### src/rtl/computer_mmio.sv
// -----------------------------------------------------------------------------
// computer_mmio
//   Program-level simulation top for a small 16-bit-instruction RISC core.
//   Holds the core, a parameter-initialised instruction ROM, a data RAM, a
//   16-byte memory-mapped I/O window, a run-control FSM (RUN/HALTED/TIMEOUT),
//   a free-running RUN cycle counter and a program output register.
//
//   Ports (top):
//     clk         in   1          system clock, all state on posedge
//     rst         in   1          synchronous, active-high reset
//     writeData   out  WIDTH      core store data
//     address     out  WIDTH      core data address
//     memWrite    out  1          core store strobe (before MMIO decode)
//     ioOut       out  WIDTH      last value stored to the OUT register
//     ioValid     out  1          one-cycle pulse when ioOut is updated
//     halted      out  1          program stored to the HALT register
//     timedOut    out  1          watchdog expired before a halt
//     cycleCount  out  CNT_WIDTH  cycles spent in RUN since reset
//
//   MMIO window (byte offsets from MMIO_BASE):
//     0x0 OUT (W)   0x2 CYCLE_LO (R)   0x4 STATUS (R)   0xE HALT (W)
//
//   Core ISA (16-bit words; op[15:12] ra[11:8] rb[7:4] imm8[7:0] imm12[11:0]):
//     0 NOP                       5 ADDI ra, imm8   ra += sext(imm8)
//     1 LI   ra, imm8  sext       6 LW   ra, [rb]
//     2 LUI  ra, imm8  imm8<<8    7 SW   ra, [rb]   mem[rb] = ra
//     3 ORI  ra, imm8  zext       8 JMP  imm12      pc = imm12 * bytes/word
// -----------------------------------------------------------------------------

// Instruction ROM, contents fixed at elaboration by PROGRAM (word i at [i]).
module computer_mmio_imem #(
  parameter int                                 ADDR_BITS = 5,
  parameter logic [(2**ADDR_BITS)-1:0][15:0]    PROGRAM   = '0
) (
  input  logic [ADDR_BITS-1:0] index_i,
  output logic [15:0]          instr_o
);
  assign instr_o = PROGRAM[index_i];
endmodule

// Word-addressed data RAM with combinational read and synchronous write.
module computer_mmio_dmem #(
  parameter int WIDTH     = 16,
  parameter int ADDR_BITS = 6
) (
  input  logic                 clk,
  input  logic                 we_i,
  input  logic [ADDR_BITS-1:0] index_i,
  input  logic [WIDTH-1:0]     wdata_i,
  output logic [WIDTH-1:0]     rdata_o
);
  logic [WIDTH-1:0] mem_q [2**ADDR_BITS];

  // NOTE: the storage array is deliberately not reset; a reset would turn it
  // into flops instead of RAM. Software must initialise what it reads.
  always_ff @(posedge clk) begin
    if (we_i) mem_q[index_i] <= wdata_i;
  end

  assign rdata_o = mem_q[index_i];
endmodule

// Single-cycle core: one instruction per clock, 16 general registers.
module computer_mmio_cpu #(
  parameter int WIDTH = 16
) (
  input  logic             clk,
  input  logic             rst,
  input  logic [15:0]      instr_i,
  input  logic [WIDTH-1:0] read_data_i,
  output logic [WIDTH-1:0] pc_o,
  output logic [WIDTH-1:0] address_o,
  output logic [WIDTH-1:0] write_data_o,
  output logic             mem_write_o
);
  localparam int               S    = $clog2(WIDTH / 8);
  localparam logic [WIDTH-1:0] STEP = WIDTH'(WIDTH / 8);

  localparam logic [3:0] OP_NOP  = 4'h0;
  localparam logic [3:0] OP_LI   = 4'h1;
  localparam logic [3:0] OP_LUI  = 4'h2;
  localparam logic [3:0] OP_ORI  = 4'h3;
  localparam logic [3:0] OP_ADDI = 4'h5;
  localparam logic [3:0] OP_LW   = 4'h6;
  localparam logic [3:0] OP_SW   = 4'h7;
  localparam logic [3:0] OP_JMP  = 4'h8;

  logic [WIDTH-1:0] pc_q, pc_d;
  logic [WIDTH-1:0] rf_q [16];

  logic [3:0]       op, ra, rb;
  logic [7:0]       imm8;
  logic [11:0]      imm12;
  logic [WIDTH-1:0] sext8, zext8, rf_wdata;
  logic             rf_we, store;

  assign op    = instr_i[15:12];
  assign ra    = instr_i[11:8];
  assign rb    = instr_i[7:4];
  assign imm8  = instr_i[7:0];
  assign imm12 = instr_i[11:0];
  assign sext8 = {{(WIDTH-8){imm8[7]}}, imm8};
  assign zext8 = WIDTH'(imm8);

  always_comb begin
    // NOTE: every signal gets a default before the case so no path through
    // the block leaves one unassigned, which would infer a latch.
    pc_d     = pc_q + STEP;
    rf_we    = 1'b0;
    rf_wdata = '0;
    store    = 1'b0;
    case (op)
      OP_LI:   begin rf_we = 1'b1; rf_wdata = sext8;              end
      OP_LUI:  begin rf_we = 1'b1; rf_wdata = zext8 << 8;         end
      OP_ORI:  begin rf_we = 1'b1; rf_wdata = rf_q[ra] | zext8;   end
      OP_ADDI: begin rf_we = 1'b1; rf_wdata = rf_q[ra] + sext8;   end
      OP_LW:   begin rf_we = 1'b1; rf_wdata = read_data_i;        end
      OP_SW:   store = 1'b1;
      OP_JMP:  pc_d  = WIDTH'(imm12) << S;
      OP_NOP:  ;
      default: ;
    endcase
  end

  assign pc_o         = pc_q;
  assign address_o    = rf_q[rb];
  assign write_data_o = rf_q[ra];
  // Held in reset the core must not present a store, whatever sits at pc 0.
  assign mem_write_o  = store & ~rst;

  always_ff @(posedge clk) begin
    // NOTE: non-blocking assignments so every register samples pre-edge
    // values regardless of statement order.
    if (rst) begin
      pc_q <= '0;
      // The register file is small and cleared so a restart replays a
      // program bit-for-bit.
      for (int i = 0; i < 16; i++) rf_q[i] <= '0;
    end else begin
      pc_q <= pc_d;
      if (rf_we) rf_q[ra] <= rf_wdata;
    end
  end
endmodule

// Top level: core + memories + MMIO + run control.
module computer_mmio #(
  parameter int                                     WIDTH          = 16,
  parameter int                                     IMEM_ADDR_BITS = 5,
  parameter logic [WIDTH-1:0]                       MMIO_BASE      = 16'hFFF0,
  parameter int                                     MAX_CYCLES     = 4096,
  parameter int                                     CNT_WIDTH      = 32,
  parameter logic [(2**IMEM_ADDR_BITS)-1:0][15:0]   PROGRAM        = '0
) (
  input  logic                 clk,
  input  logic                 rst,
  output logic [WIDTH-1:0]     writeData,
  output logic [WIDTH-1:0]     address,
  output logic                 memWrite,
  output logic [WIDTH-1:0]     ioOut,
  output logic                 ioValid,
  output logic                 halted,
  output logic                 timedOut,
  output logic [CNT_WIDTH-1:0] cycleCount
);
  localparam int S = $clog2(WIDTH / 8);
  // 64-word data RAM: byte addresses alias every 128 bytes.
  localparam int DMEM_ADDR_BITS = 6;

  localparam logic [1:0] ST_RUN     = 2'd0;
  localparam logic [1:0] ST_HALTED  = 2'd1;
  localparam logic [1:0] ST_TIMEOUT = 2'd2;

  localparam logic [3:0] OFF_OUT      = 4'h0;
  localparam logic [3:0] OFF_CYCLE_LO = 4'h2;
  localparam logic [3:0] OFF_STATUS   = 4'h4;
  localparam logic [3:0] OFF_HALT     = 4'hE;

  localparam bit                   WD_EN   = (MAX_CYCLES != 0);
  localparam logic [CNT_WIDTH-1:0] WD_LAST = CNT_WIDTH'(MAX_CYCLES - 1);

  logic [1:0]           state_q, state_d;
  logic [CNT_WIDTH-1:0] cnt_q, cnt_d;
  logic [WIDTH-1:0]     io_out_q, io_out_d;
  logic                 io_valid_q, io_valid_d;

  logic [WIDTH-1:0] pc, cpu_addr, cpu_wdata, cpu_rdata, dmem_rdata, mmio_rdata;
  logic [15:0]      instr;
  logic             cpu_mem_write, cpu_rst, running;
  logic             mmio_hit, out_store, halt_store, watchdog_fire, dmem_we;
  logic [3:0]       offset;

  assign running = (state_q == ST_RUN);
  // Once stopped the core is held in reset, freezing it at its reset state.
  assign cpu_rst = rst | ~running;

  computer_mmio_cpu #(.WIDTH(WIDTH)) u_cpu (
    .clk          (clk),
    .rst          (cpu_rst),
    .instr_i      (instr),
    .read_data_i  (cpu_rdata),
    .pc_o         (pc),
    .address_o    (cpu_addr),
    .write_data_o (cpu_wdata),
    .mem_write_o  (cpu_mem_write)
  );

  computer_mmio_imem #(.ADDR_BITS(IMEM_ADDR_BITS), .PROGRAM(PROGRAM)) u_imem (
    .index_i (pc[IMEM_ADDR_BITS+S-1:S]),
    .instr_o (instr)
  );

  logic unused_pc_bits;
  assign unused_pc_bits = ^{pc[WIDTH-1:IMEM_ADDR_BITS+S], pc[S-1:0]};

  // MMIO decode: the window is the 16-byte block whose upper bits match.
  assign mmio_hit   = (cpu_addr[WIDTH-1:4] == MMIO_BASE[WIDTH-1:4]);
  assign offset     = cpu_addr[3:0];
  assign out_store  = running & cpu_mem_write & mmio_hit & (offset == OFF_OUT);
  assign halt_store = running & cpu_mem_write & mmio_hit & (offset == OFF_HALT);
  assign dmem_we    = running & cpu_mem_write & ~mmio_hit;

  computer_mmio_dmem #(.WIDTH(WIDTH), .ADDR_BITS(DMEM_ADDR_BITS)) u_dmem (
    .clk     (clk),
    .we_i    (dmem_we),
    .index_i (cpu_addr[DMEM_ADDR_BITS+S-1:S]),
    .wdata_i (cpu_wdata),
    .rdata_o (dmem_rdata)
  );

  always_comb begin
    mmio_rdata = '0;
    case (offset)
      OFF_CYCLE_LO: mmio_rdata = cnt_q[WIDTH-1:0];
      OFF_STATUS:   mmio_rdata = {{(WIDTH-2){1'b0}}, timedOut, halted};
      default:      mmio_rdata = '0;
    endcase
  end

  assign cpu_rdata = mmio_hit ? mmio_rdata : dmem_rdata;

  // Watchdog fires on the edge that would take the count to MAX_CYCLES.
  assign watchdog_fire = WD_EN && (cnt_q == WD_LAST);

  always_comb begin
    state_d = state_q;
    case (state_q)
      ST_RUN: begin
        // A HALT store in the last allowed cycle takes priority.
        if (halt_store)         state_d = ST_HALTED;
        else if (watchdog_fire) state_d = ST_TIMEOUT;
      end
      default: state_d = state_q;
    endcase
  end

  assign cnt_d      = running ? cnt_q + 1'b1 : cnt_q;
  assign io_out_d   = out_store ? cpu_wdata : io_out_q;
  assign io_valid_d = out_store;

  always_ff @(posedge clk) begin
    if (rst) begin
      state_q    <= ST_RUN;
      cnt_q      <= '0;
      io_out_q   <= '0;
      io_valid_q <= 1'b0;
    end else begin
      state_q    <= state_d;
      cnt_q      <= cnt_d;
      io_out_q   <= io_out_d;
      io_valid_q <= io_valid_d;
    end
  end

  assign writeData  = cpu_wdata;
  assign address    = cpu_addr;
  assign memWrite   = cpu_mem_write;
  assign ioOut      = io_out_q;
  assign ioValid    = io_valid_q;
  assign halted     = (state_q == ST_HALTED);
  assign timedOut   = (state_q == ST_TIMEOUT);
  assign cycleCount = cnt_q;
endmodule

### config.mk
export PLATFORM = sky130hd
export DESIGN_NAME = computer_mmio
export DESIGN_NICKNAME = d
export VERILOG_FILES = /design/src/rtl/computer_mmio.sv
export SDC_FILE = /design/constraint.sdc
export NUM_CORES = 1
export LEC_CHECK = 0
export CORE_ASPECT_RATIO = 0.8
export CORE_MARGIN = 2
export CORE_UTILIZATION = 30
export DETAILED_ROUTE_END_ITERATION = 10
export PLACE_DENSITY_LB_ADDON = 0.05
export SLEW_MARGIN = 30
export SYNTH_ARGS = -nofsm -noshare
export SYNTH_HDL_FRONTEND = slang
export SYNTH_SLANG_ARGS = --single-unit
### constraint.sdc
create_clock -name clk -period 2.3 [get_ports clk]
set_input_delay 0.23 -clock clk [delete_from_list [all_inputs] [get_ports clk]]
set_output_delay 0.23 -clock clk [all_outputs]
set_load 0.02 [all_outputs]
-- Yosys cells after proc, flatten, opt, wreduce, memory -nomap -nowiden
Memories as Yosys holds them, arrays and structs flattened. A register that Yosys moved wholly into a read port is not among the register bits.
Index checks and enable logic that the tools add are counted.
- add/subtract/negate cells: 3
- $lt $le $gt $ge: 1
- eq/ne operators: 14
- multiplexer cells: 20
- bitwise gates (word level): 11
- reduce and logical (&&, ||, !) cells: 7
- operator list (operator ; count):
    $pmux 16 s5 ; 1
    $mux 16 ; 3
    $add 32x1->32 const B ; 1
    $eq 32x12->1 const B ; 1
    $pmux 16 s2 ; 1
    $add 16x16->16 ; 1
    $add 16x2->16 const B ; 1
    $eq 4x3->1 const B ; 4
    $or 16x8->16 ; 1
    $reduce_or 16->1 ; 1
    $mux 13 ; 1
    $eq 12x12->1 const B ; 1
    $eq 4x2->1 const B ; 3
    $mux 1 ; 10
    $eq 4x4->1 const B ; 2
    $and 1x1->1 ; 6
    $lt 5x6->1 const B ; 1
    $mux 5 ; 1
    $reduce_or 5->1 ; 1
    $eq 4x1->1 const B ; 1
    $logic_not 4->1 ; 1
    $mux 2 ; 2
    $mux 4 ; 1
    $not 1->1 ; 3
    7 further kinds ; 7
- flip-flop bits (word level): 67
- bits in writable memories: 1280
- bits in read-only memories: 512
- input port bits: 2
- output and inout bits: 84
- logic and storage cells: 65
- memories: 3
- memory list (memory ; words ; bits a word ; rd ports ; clocked after Yosys merged registers in ; wr ports ; line ; text):
    u_dmem.mem_q ; 64 ; 16 ; 1 ; 0 ; 1 ; 52 ; logic [WIDTH-1:0] mem_q [2**ADDR_BITS];
    (no name shown) ; 32 ; 16 ; 1 ; 1 ; 0 ; 38 ; assign instr_o = PROGRAM[index_i];
    u_cpu.rf_q ; 16 ; 16 ; 2 ; 0 ; 16 ; 89 ; logic [WIDTH-1:0] rf_q [16];

-- Depth between registers and ports, before layout
- depth after elaboration: 10
- gate-level depth with buffers: 7
- mapped depth without buffers: 5

-- By module
A second synthesis with hierarchy kept.
- cell total of the unflattened synthesis: 3710
- area, all modules: 57099.8 µm²
- by module, submodules not included (module ; instances ; cells an instance ; area an instance (µm²) ; seq. area each (µm²)):
    computer_mmio_dmem ; 1 ; 2248 ; 39160.1 ; 30749.5
    computer_mmio_cpu ; 1 ; 1105 ; 15172.1 ; 7987.7
    computer_mmio ; 1 ; 340 ; 2643.8 ; 1021.0
    computer_mmio_imem ; 1 ; 17 ; 123.9 ; 0.0

-- Worst setup path after synthesis
No wires, ideal clock.
- kind: register to register
- start point: register cnt_q[0] (netlist: cycleCount[0])
- end point: register cnt_q[20] (netlist: cycleCount[20])
- library setup time: 0.121 ns
- data arrival time: 2.188 ns
- required time: 2.179 ns
- setup slack: -0.009 ns
- cell stages (with the launch flop): 8
- path buffers: 2
- clock period less this slack: 2.309 ns
- cells stage by stage: dfxtp_1 ha_1 inv_1 or4_1 buf_2 buf_6 nor4_1 mux2_2
- word-level cells in the longest chain between the ends: 1
- RTL lines (element ; line ; text):
    from (decl) ; 183 ; logic [CNT_WIDTH-1:0] cnt_q, cnt_d;
    from (signal assigned) ; 269 ; cnt_q <= cnt_d;
    $add 32x1->32 ; 257 ; assign cnt_d = running ? cnt_q + 1'b1 : cnt_q;
No other way between the ends.
A chain may end at the register's enable or synchronous reset.

-- Worst setup path after layout
- start point: register cnt_q[2] (netlist: cycleCount[2])
- end point: register cnt_q[30] (netlist: cycleCount[30])
The elaborated chain is that of the path after synthesis.

==> flow_metrics.py <==
metrics = {
    "power": {
        "p_leak_nw": 0.904,
        "power.density_mw_per_mm2": 485,
        "p_total_mw": 1.16,
        "internal_power_mw": 0.836,
        "swShare_pct": 27.7,
        "pwr-share-clk_pct": 38.9,
        "combPwrFrac_pct": 11.0,
        "seqPwrFrac_pct": 50.2,
        "worst_ir_drop_vdd_mv": 0.187,
        "p_sw_mw": 0.320,
    },
    "sta": {
        "finalHoldViolCount": 0,
        "finalWorstSetupSlack_ns": 0.181,
        "relSlewSlack_pct": 66.1,
        "tightest_slew_ns": 0.508,
        "skew_ns": 0.0104,
        "timing.final.crit_share_pct": 92.1,
        "setup_viol": 0,
        "slew_violations": 0,
        "min_period_ns": 2.12,
        "rsz0062_at_grt": "no",
        "max_freq_mhz": 472,
        "hold-worst-slack_ns": 0.525,
        "tns_ns": 0,
    },
    "floorplanning": {
        "initial_utilization_pct": 31.2,
        "die_h_um": 77.0,
        "num_rows": 26,
        "fp.dieArea_mm2": 0.00734,
        "core_mm2": 0.00641,
        "die_width_um": 95.3,
        "io_pins": 86,
    },
    "placement": {
        "portBuffers": 34,
        "preCtsSetupSlack_ns": 0.169,
        "routabilityCongestion": 0.729,
        "dp_hpwl_um": 3270,
        "dpl-instance-area_mm2": 0.00230,
    },
    "route": {
        "antenna_left": 0,
        "dr.pass1.iters": 4,
        "drc": 0,
        "drt-total-wl_um": 4530,
        "via_per_inst": 4.50,
        "routedWlPerCell_um": 12.3,
        "drt_iter0_drc": 51,
        "vias": 1655,
    },
    "global_route": {
        "track_usage_pct": 13.2,
        "antenna_found_initial": 0,
        "grt_start_max_net_pins": 20,
        "grt_pass1_vias": 1438,
        "grt_pass1_wl_um": 7540,
        "grt_remaining_overflow": 0,
    },
    "hold_path": {
        "min_from": "cycleCount[24]",
        "hp-class": "reg -> reg",
        "whs_path_depth": 2,
        "hold_end": "cycleCount[24]",
    },
    "synthesis": {
        "syn_avg_cell_area_um2": 8.34,
        "ys_warn_count": 0,
        "synth_top_cells_by_area": "dfxtp_1 33%, buf_4 19%, or4_1 5.3%, a21oi_1 4.8%, o31ai_1 4.1%",
        "synth_cells": 240,
        "synth-main-ff-cell": "dfxtp_1",
        "netlist_area_mm2": 0.00200,
        "synth-edff-count": 0,
        "synth_seq_cells": 33,
        "yosysSeqAreaShare_pct": 33.0,
        "synthDistinctLibCells": 32,
        "synth-async-reset-ratio_pct": 0,
        "synth_top_area_cell": "dfxtp_1",
        "synth_top_area_share_pct": 33.0,
    },
    "critical_path": {
        "path_class": "reg -> reg",
        "r2r-end": "cycleCount[30]",
        "end_kind": "register",
        "r2r_start": "cycleCount[2]",
        "critPathLaunch": "cycleCount[2]",
        "rrSetupSlack_ns": 0.18,
        "cp.required_ns": 2.48,
        "start_kind": "register",
        "worst-path-max-fanout": 19,
        "critical_path_arrival_ns": 2.30,
        "reg2regPathDepth": 5,
    },
    "flow_run": {
        "maxCapViolations": 0,
    },
    "layout": {
        "syn2layout_area_growth_pct": 19.3,
        "drive_gt1_share_pct": 11.6,
        "final_area_mm2": 0.00239,
        "nets": 287,
        "diodes": 0,
    },
    "clock_network": {
        "worstSkewPairLatency_ns": 0.28,
        "clk_pin_slew_ns": 0.07,
        "cts_resized": 0,
        "cts_tree": "done",
        "cts_sinks": 33,
        "clockBufferDepth": 2,
        "cts_hold_buf": 0,
        "post_cts_buffers": 0,
        "numCtsBuffers": 5,
        "root_buffer": "clkbuf_8",
        "h-tree-depth": 2,
    },
    "run_status": {
        "outcome": "finished, final reports clean",
    },
}
## cells in the final DEF (no fill, tap or decap)
cell | synthesis | final
or3_2 | 3 | 3
conb_1 | 1 | 51
nand4b_4 | 1 | 1
clkbuf_8 | 0 | 6
or4_1 | 14 | 14
and3_1 | 1 | 1
nand3_1 | 8 | 8
a21oi_1 | 19 | 19
dfxtp_2 | 0 | 1
buf_4 | 51 | 15
or3_1 | 6 | 6
nand4_1 | 5 | 5
and2b_2 | 1 | 1
nor4_1 | 8 | 8
dfxtp_1 | 33 | 32
or4_4 | 1 | 1
nand2_1 | 11 | 11
mux2i_1 | 1 | 1
ha_1 | 1 | 1
o21ai_0 | 7 | 7
and4b_2 | 1 | 1
nor2b_1 | 2 | 2
mux2_2 | 3 | 3
nor2_1 | 15 | 15
or4_2 | 1 | 1
clkdlybuf4s50_1 | 0 | 34
nor3_1 | 2 | 2
clkbuf_1 | 7 | 1
o31ai_1 | 11 | 11
and4_1 | 2 | 2
inv_1 | 10 | 10
xor2_1 | 6 | 6
xnor2_1 | 4 | 4
## cell usage after synthesis, types with 2 or more instances
| cell type | count |
|---|---|
| buf_4 | 51 |
| dfxtp_1 | 33 |
| a21oi_1 | 19 |
| nor2_1 | 15 |
| or4_1 | 14 |
| nand2_1 | 11 |
| o31ai_1 | 11 |
| inv_1 | 10 |
| nand3_1 | 8 |
| nor4_1 | 8 |
| clkbuf_1 | 7 |
| o21ai_0 | 7 |
| or3_1 | 6 |
| xor2_1 | 6 |
| nand4_1 | 5 |
| xnor2_1 | 4 |
| buf_6 | 3 |
| mux2_2 | 3 |
| or3_2 | 3 |
| and4_1 | 2 |
| nor2b_1 | 2 |
| nor3_1 | 2 |
## registers in the layout (all words and copies together) (netlist names)
register    flops
state_q         1
cycleCount     32
## worst max-delay path, cell delays in order, from the launching register on
cell and delay [ns]:
dfxtp_1 0.43, nand4b_4 0.18, or4_1 0.52, buf_4 0.21, nor4_1 0.31, mux2_2 0.36
## cell families after synthesis
family / Yosys count / share of synthesized area, %
compound gates: 37 / 10.6
xor+xnor: 10 / 4.38
fa+ha+maj: 1 / 0.625
buf+inv: 72 / 24.3
flops: 33 / 33.0
mux: 4 / 2.19
other cells: 1 / 0.187
simple gates: 82 / 24.7
## stage by stage
stage                     instances  utilization, %
after floorplan                 290               -
after global placement          361            35.9
after detailed placement        361            35.9
after CTS                       368            37.2
after global routing            368            37.2
final                           368            37.2
## worst max path at each step
stage	slack (ns)	cells past startpoint	end
global route	0.01	5	cycleCount[30]
floorplan	0.001	7	cycleCount[20]
detailed placement	0.17	5	cycleCount[30]
CTS	0.16	5	cycleCount[30]
finish	0.18	5	cycleCount[30]
global placement	0.23	5	cycleCount[30]
## routing by layer
| metal | share of wire [%] | vias up | track usage, % | routed length [um] |
|---|---|---|---|---|
| met5 | 0 | - | 0 | 0 |
| met1 | 52 | 758 | 20.3 | 2370 |
| li1 | - | 834 | - | - |
| met2 | 41 | 58 | 17.2 | 1850 |
| met4 | 1.2 | 0 | 5.22 | 55 |
| met3 | 5.7 | 5 | 3.34 | 258 |
## final cells by class
cell class                 instances  area, um2
tap                               84        105
clock buffer                       7       86.3
sequential                        33        662
timing repair buffer              49        453
multi-input combinational        185       1040
inverter                          10       37.5
fill                             666       4020
## power groups by stage
| stage | combinational [mW] | sequential (mW) | clock, mW |
|---|---|---|---|
| detailed placement | 0.126 | 0.593 | 0 |
| floorplan | 0.158 | 0.601 | 0 |
| finish | 0.127 | 0.580 | 0.450 |
| global route | 0.140 | 0.580 | 0.499 |
| global placement | 0.127 | 0.592 | 0 |
| CTS | 0.126 | 0.579 | 0.471 |
Power figures use the tool's default switching activity.
